===== src/rtl/pipelined_barrel_shifter_pkg.sv =====
// Shared types for the pipelined barrel shifter.
// Shift modes and the per-stage register bundle.
package shifter_pkg;

   localparam int unsigned SHIFTER_W = 32;
   localparam int unsigned SHIFTER_N = $clog2(SHIFTER_W);

   typedef enum logic [1:0] {
      SHIFT_SLL = 2'b00,
      SHIFT_SRL = 2'b01,
      SHIFT_ROR = 2'b10,
      SHIFT_SRA = 2'b11
   } shift_mode_t;

   typedef struct packed {
      logic                 valid;
      logic [SHIFTER_W-1:0] data;
      logic [SHIFTER_N-1:0] shamt;
      shift_mode_t          mode;
   } stage_t;

endpackage


===== src/rtl/pipelined_barrel_shifter_if.sv =====
// Operand/result handshake bundle for the barrel shifter.
// master = upstream+downstream environment, slave = the shifter.
interface pipelined_barrel_shifter_if
   import shifter_pkg::*;
#(
   parameter int unsigned nb_bits_data = SHIFTER_W
);
   localparam int unsigned nb_bits_shamt = $clog2(nb_bits_data);

   logic                     valid_i;
   logic                     ready_o;
   logic [nb_bits_data-1:0]  data_i;
   logic [nb_bits_shamt-1:0] shamt_i;
   shift_mode_t              mode_i;
   logic                     valid_o;
   logic                     ready_i;
   logic [nb_bits_data-1:0]  data_o;

   modport master (
      output valid_i, data_i, shamt_i, mode_i, ready_i,
      input  ready_o, valid_o, data_o
   );

   modport slave (
      input  valid_i, data_i, shamt_i, mode_i, ready_i,
      output ready_o, valid_o, data_o
   );

endinterface


===== src/rtl/pipelined_barrel_shifter_stage.sv =====
// One fixed-distance shift in all four modes.
// Passes the operand through unchanged when en is low.
module barrel_shift_stage
   import shifter_pkg::*;
#(
   parameter int unsigned nb_bits_data = 32,
   parameter int unsigned shift_value  = 1
) (
   input  logic                    en,
   input  shift_mode_t             mode,
   input  logic [nb_bits_data-1:0] operand,
   output logic [nb_bits_data-1:0] result
);
   localparam int unsigned W = nb_bits_data;
   localparam int unsigned S = shift_value;

   always_comb begin
      result = operand;
      if (en) begin
         unique case (mode)
            SHIFT_SLL: result = operand << S;
            SHIFT_SRL: result = operand >> S;
            SHIFT_SRA: result = {{S{operand[W-1]}}, operand[W-1:S]};
            SHIFT_ROR: result = {operand[S-1:0], operand[W-1:S]};
            default:   result = operand;
         endcase
      end
   end

endmodule


===== src/rtl/pipelined_barrel_shifter.sv =====
// log2(W)-stage barrel shifter; stage k shifts by 2^k.
// The whole pipe advances together, so ready_o is just adv.
module pipelined_barrel_shifter
   import shifter_pkg::*;
#(
   parameter int unsigned nb_bits_data = SHIFTER_W
) (
   input logic clk_i,
   input logic rst_i,
   pipelined_barrel_shifter_if.slave bus
);
   localparam int unsigned nb_bits_shamt = $clog2(nb_bits_data);
   localparam int unsigned N = nb_bits_shamt;

   stage_t                  stage_q  [N];
   stage_t                  stage_in [N];
   stage_t                  stage_d  [N];
   logic [nb_bits_data-1:0] shifted  [N];
   logic                    adv;
   logic                    unused_tail;

   assign adv         = bus.ready_i | ~stage_q[N-1].valid;
   assign bus.ready_o = adv;
   assign bus.valid_o = stage_q[N-1].valid;
   assign bus.data_o  = stage_q[N-1].data;

   // shamt/mode are fully consumed by the last stage
   assign unused_tail = ^{stage_q[N-1].shamt, stage_q[N-1].mode};

   always_comb begin
      stage_in[0] = '{
         valid: bus.valid_i,
         data:  bus.data_i,
         shamt: bus.shamt_i,
         mode:  bus.mode_i
      };
      for (int k = 1; k < N; k++) begin
         stage_in[k] = stage_q[k-1];
      end
   end

   for (genvar k = 0; k < N; k++) begin : g_stage
      barrel_shift_stage #(
         .nb_bits_data (nb_bits_data),
         .shift_value  (1 << k)
      ) u_stage (
         .en      (stage_in[k].shamt[k]),
         .mode    (stage_in[k].mode),
         .operand (stage_in[k].data),
         .result  (shifted[k])
      );
   end

   always_comb begin
      for (int k = 0; k < N; k++) begin
         stage_d[k]      = stage_in[k];
         stage_d[k].data = shifted[k];
      end
   end

   always_ff @(posedge clk_i) begin
      if (rst_i) begin
         for (int k = 0; k < N; k++) begin
            stage_q[k] <= '0;
         end
      end else if (adv) begin
         for (int k = 0; k < N; k++) begin
            stage_q[k] <= stage_d[k];
         end
      end
   end

endmodule


===== src/flat_wrapper.sv =====
// flat-port wrapper written by rule: the top's interface ports become plain ports
module pipelined_barrel_shifter_flat import shifter_pkg::*;
#(
   parameter int unsigned nb_bits_data = SHIFTER_W
)
  (clk_i, rst_i, bus_valid_i, bus_data_i, bus_shamt_i, bus_mode_i, bus_ready_i, bus_ready_o, bus_valid_o, bus_data_o);
  pipelined_barrel_shifter_if #(.nb_bits_data(nb_bits_data)) bus_i ();
  input logic clk_i;
  input logic rst_i;
  input wire logic [$bits(bus_i.valid_i)-1:0] bus_valid_i;
  input wire logic [$bits(bus_i.data_i)-1:0] bus_data_i;
  input wire logic [$bits(bus_i.shamt_i)-1:0] bus_shamt_i;
  input wire logic [$bits(bus_i.mode_i)-1:0] bus_mode_i;
  input wire logic [$bits(bus_i.ready_i)-1:0] bus_ready_i;
  output wire logic [$bits(bus_i.ready_o)-1:0] bus_ready_o;
  output wire logic [$bits(bus_i.valid_o)-1:0] bus_valid_o;
  output wire logic [$bits(bus_i.data_o)-1:0] bus_data_o;
  assign bus_i.valid_i = bus_valid_i;
  assign bus_i.data_i = bus_data_i;
  assign bus_i.shamt_i = bus_shamt_i;
  assign bus_i.mode_i = bus_mode_i;
  assign bus_i.ready_i = bus_ready_i;
  assign bus_ready_o = bus_i.ready_o;
  assign bus_valid_o = bus_i.valid_o;
  assign bus_data_o = bus_i.data_o;
  pipelined_barrel_shifter #(.nb_bits_data(nb_bits_data)) u_core (.clk_i(clk_i), .rst_i(rst_i), .bus(bus_i));
endmodule

===== config.mk =====
export PLATFORM = sky130hd
export DESIGN_NAME = pipelined_barrel_shifter_flat
export DESIGN_NICKNAME = d
export VERILOG_FILES = /design/src/rtl/pipelined_barrel_shifter_pkg.sv /design/src/rtl/pipelined_barrel_shifter_if.sv /design/src/rtl/pipelined_barrel_shifter_stage.sv /design/src/rtl/pipelined_barrel_shifter.sv /design/src/flat_wrapper.sv
export SDC_FILE = /design/constraint.sdc
export NUM_CORES = 1
export LEC_CHECK = 0
export ABC_AREA = 1
export ABC_CLOCK_PERIOD_IN_PS = 20200
export BUFFER_PORTS_ARGS = -buffer_cell sky130_fd_sc_hd__buf_2
export CORE_AREA = 2 2 154 156
export CTS_BUF_LIST = sky130_fd_sc_hd__clkbuf_8
export DETAILED_ROUTE_END_ITERATION = 7
export DIE_AREA = 0 0 156 158
export GPL_TIMING_DRIVEN = 0
export PLACE_DENSITY = 0.6
export SLEW_MARGIN = 20
export SYNTH_ARGS = -nofsm -noshare
export SYNTH_HDL_FRONTEND = slang
export SYNTH_SLANG_ARGS = --single-unit

===== constraint.sdc =====
create_clock -name clk_i -period 20.2 [get_ports clk_i]
set_clock_uncertainty 0.1 [all_clocks]
set_input_delay 1.01 -clock clk_i [delete_from_list [all_inputs] [get_ports clk_i]]
set_output_delay 1.01 -clock clk_i [all_outputs]
set_load 0.005 [all_outputs]

* Yosys cells after proc, flatten, opt, wreduce, memory -nomap -nowiden *
Memory sizes are Yosys's and may differ from the RTL's.
Cells that the tools add are included.

operators by class
  bitwise operators = 7
  mux-type cells = 20
  reduce and logical (&&, ||, !) cells = 5
  eq/ne operators = 15

operator list
  kind                  count
  $pmux W32 S4          5
  $mux W40              5
  $mux W32              5
  $eq A2 B2 Y1 const B  10
  $eq A2 B1 Y1 const B  5
  $logic_not A2 Y1      5
  $or A1 B1 Y1          6
  $mux W1               5
  $not A1 Y1            1

storage, ports and cells
  logic and storage cells = 48
  memories = 1
  register bits after elaboration = 0
  input bits = 43
  output and inout bits = 34
  RAM bits = 200

memories
  memory          words  width  read ports  clocked after Yosys merged registers in  wr ports  RTL line                        text
  u_core.stage_q  5      40     5           0                                        5         pipelined_barrel_shifter.sv:15  stage_t stage_q [N];

* Depth between registers and ports, before layout *
  depth after elaboration = 6
  mapped depth = 8
  gate-level depth less buffers = 6

* Modules after synthesis *
A second synthesis with hierarchy kept.

second synthesis, totals
  cells, all modules = 1429
  area total of the unflattened synthesis = 11947.7 µm²

by module, submodules not included
  module                                           sequential area each (µm²)  cells each  area each (µm²)  times used
  pipelined_barrel_shifter                         5495.3                      574         7990.2           1
  barrel_shift_stage at u_core.g_stage[1].u_stage  0.0                         179         833.3            1
  barrel_shift_stage at u_core.g_stage[0].u_stage  0.0                         179         818.3            1
  barrel_shift_stage at u_core.g_stage[3].u_stage  0.0                         177         807.0            1
  barrel_shift_stage at u_core.g_stage[2].u_stage  0.0                         178         802.0            1
  barrel_shift_stage at u_core.g_stage[4].u_stage  0.0                         142         696.9            1

* Worst setup path after synthesis *
Ideal clock, no wire load.

  kind = input-to-reg
  start = input port rst_i
  end = memory u_core.stage_q[0][0] (netlist bit) (enable)
  stages = 3
  buffers on the path = 1
  data arrival time = 5488 ps
  slack = 12677 ps
  setup time = 1935 ps
  data required time = 18165 ps
  path through = inv_2 -> clkbuf_1 -> nand3_1

RTL lines
  what                RTL line                        text
  start: declaration  flat_wrapper.sv:9               input logic rst_i;
  end: declaration    pipelined_barrel_shifter.sv:15

==> run metrics <==
Sink Count=183; sequential area share after synthesis=54.0%; Comb pwr share=13.9%; Initial Utilization=44.1%; Worst Tran Pin Value=616 ps; Die Wd=156 microns; first-pass GRT wire length=40.4 mm; yosys warns=0; fin. max-slew vios=0; H-tree depth=4; Pint=613 uW; fillers=2,260; Pwr per Cell Area=74.1 nW/um^2; GRT Util Overall=21.3%; RSZ-0062 raised after global routing=no; #FFs+latches synth=183; hold-critical path depth=2; LEAKAGE=5.47 nW; number of global-route vias before repair=7,888; clk_lat worst skew=470 ps; Max Freq=344 MHz; GP Congestion=0.918; largest net degree at the start of global routing=44; Register-to-Register Path Depth=4; largest registers=u_core.stage_q: 183 flops; TritonCTS clock tree=done; Routed wire per std cell=14.9 microns; clock share of power=30.5%; max_slew headroom=58.9%; synth top area cells=edfxtp_1 54%, nand2_1 13%, nor2_1 11%; Biggest register=u_core.stage_q; Core ar.=23,100 sq um; Crit-path slowest cell=nand3_4; syn avg cell area=7.89 sq um; Crit path arrival time=3030 ps; CP Depth=7; type of the tightest min-delay check=register to register; critical path buffer and inverter count=6; syn_nets=1,331; most used cell along the critical path=buf_12; fin crit share=14.4%; Area Overhead vs Synth=12.2%; Synth cell types=17; largest area contributor in the netlist=edfxtp_1; cell row count=56; most frequent cells in the layout=361 x nand2_1, 299 x nor2_1, 183 x edfxtp_1, 149 x nand3_1, 140 x inv_1; Worst path top cell family by delay=buffers and inverters; Via-to-Cell Ratio=4.92; root buffer cell=clkbuf_8; outcome=finished clean; cts bufs inserted=17; Worst IR Drop VDD=35.1 uV; DP HPWL=19.2 mm; Ant. Diodes=0; max cap viols=0; final net count=1,429; # resized after CTS=0; CTS clk-pin slew, worst paths=100 ps; CP Launch Type=input pin; Util after Layout=49.5%; Remaining DRCs=0; Reg area=5500 sq um; Final Hold Violating Endpoints=0; Clock Path Buffers=2; Post-Route WL=25.2 mm; Antenna Violating Nets Remaining=0; Sequential Power Share=55.7%; Post-CTS Setup Bufs=0; Initial DRT Pass Iterations=5; CP Max Fanout=43; I/O pins=77; kind of critical path=input pin to register; Sw Share=27.4%; FF-to-FF setup slack=18,090 ps; Net Sw Power=232 uW; Chip Height=158 microns; Vias=8,315; grt ovf=0; initial antenna violation count=0; post-synthesis cell count=1,288; Die ar.=24,600 sq um; footprint of the multi-input gates=3690 sq um; iteration-0 DRC count of the detailed router=553; Synth top area share=54.0%; most common cell after layout, fill and taps aside=nand2_1; Finish-stage setup viols=0; fraction of layout cells with a size suffix above 1=13.4%; Port Buffer Count=75; setup tns final=0 ps; hold_buf cts=0; max reg flops=183; synthesized area=10,200 sq um; Worst Setup End Kind=register; Req. time, crit path=20,320 ps; Final Critical Period=2910 ps; crit path cell chain=buf_2, inv_2, clkbuf_1, nand3_4, buf_12, buf_12, buf_12; Worst path max stage delay=520 ps
[final cells by class]
cell class                      instances  share of cell area, %
Buffer                                 79                   3.88
Clock buffer                           17                   2.05
Clock inverter                         15                   1.51
Inverter                              146                   4.81
Multi-Input combinational cell        880                   32.4
Sequential cell                       183                   48.2
Tap cell                              290                   3.18
Timing Repair Buffer                   79                   3.99
[cell families after synthesis]
kind of cell | Yosys count | synth area share (%)
flip-flops | 183 | 54.0
AND/OR/NAND/NOR | 818 | 32.4
buffers and inverters | 225 | 9.75
AO/OA/AOI/OAI | 62 | 3.81
[worst min-delay path: cells and delay by family (launching register included)]
kind | cells | cell delay (ps)
flip-flops | 1 | 330
AND/OR/NAND/NOR | 1 | 80
buffers and inverters | 1 | 40
[per-layer routing]
metal | wire (microns) | track usage, % | up-vias
li1 | - | - | 4295
met1 | 10200 | 23.5 | 3691
met2 | 13000 | 39.8 | 262
met3 | 918 | 2.87 | 67
met4 | 1160 | 11.5 | 0
met5 | 0 | 0 | -
[cell usage after synthesis]
library cell and count:
o211ai_1 31, nor2_1 299, nand2_4 2, buf_4 7
buf_6 8, buf_2 48, inv_2 6, nor2_4 1
nand2_1 361, edfxtp_1 183, nand2_2 4, clkbuf_1 12
nand3_1 150, inv_1 140, a21oi_1 31, buf_1 4
nor2_2 1
[power groups by stage]
stage               clock (mW)  combinational, mW  sequential, mW
finish                   0.257              0.117           0.470
global route             0.277              0.134           0.473
CTS                      0.263              0.117           0.470
detailed placement           0              0.116           0.479
global placement             0              0.115           0.479
floorplan                    0             0.0828           0.469
[through the flow]
stage | instance area, sq um | power [mW] | instances | worst slack [ps] | hold WS [ps]
6_report | 11400 | 0.845 | 1689 | 17290 | 450
3_5_place_dp | 11000 | 0.595 | 1657 | 16770 | 436
4_1_cts | 11400 | 0.850 | 1689 | 17270 | 458
2_1_floorplan | 10200 | 0.552 | 1288 | 12680 | 419
5_1_grt | 11400 | 0.884 | 1689 | 17160 | 485
3_3_place_gp | 10900 | 0.595 | 1653 | 10280 | 422
[final timing paths]
| path | start | endpoint |
|---|---|---|
| max reg2reg | u_core.stage_q[0][199]$_SDFFCE_PN0P_ | u_core.stage_q[0][16]$_SDFFCE_PN0P_ |
| min | u_core.stage_q[0][46]$_SDFFCE_PN0P_ | u_core.stage_q[0][86]$_SDFFCE_PN0P_ |
| min reg2reg | u_core.stage_q[0][46]$_SDFFCE_PN0P_ | u_core.stage_q[0][86]$_SDFFCE_PN0P_ |
| max | rst_i | u_core.stage_q[0][16]$_SDFFCE_PN0P_ |
Note: power is estimated with default switching activity, not from simulation.
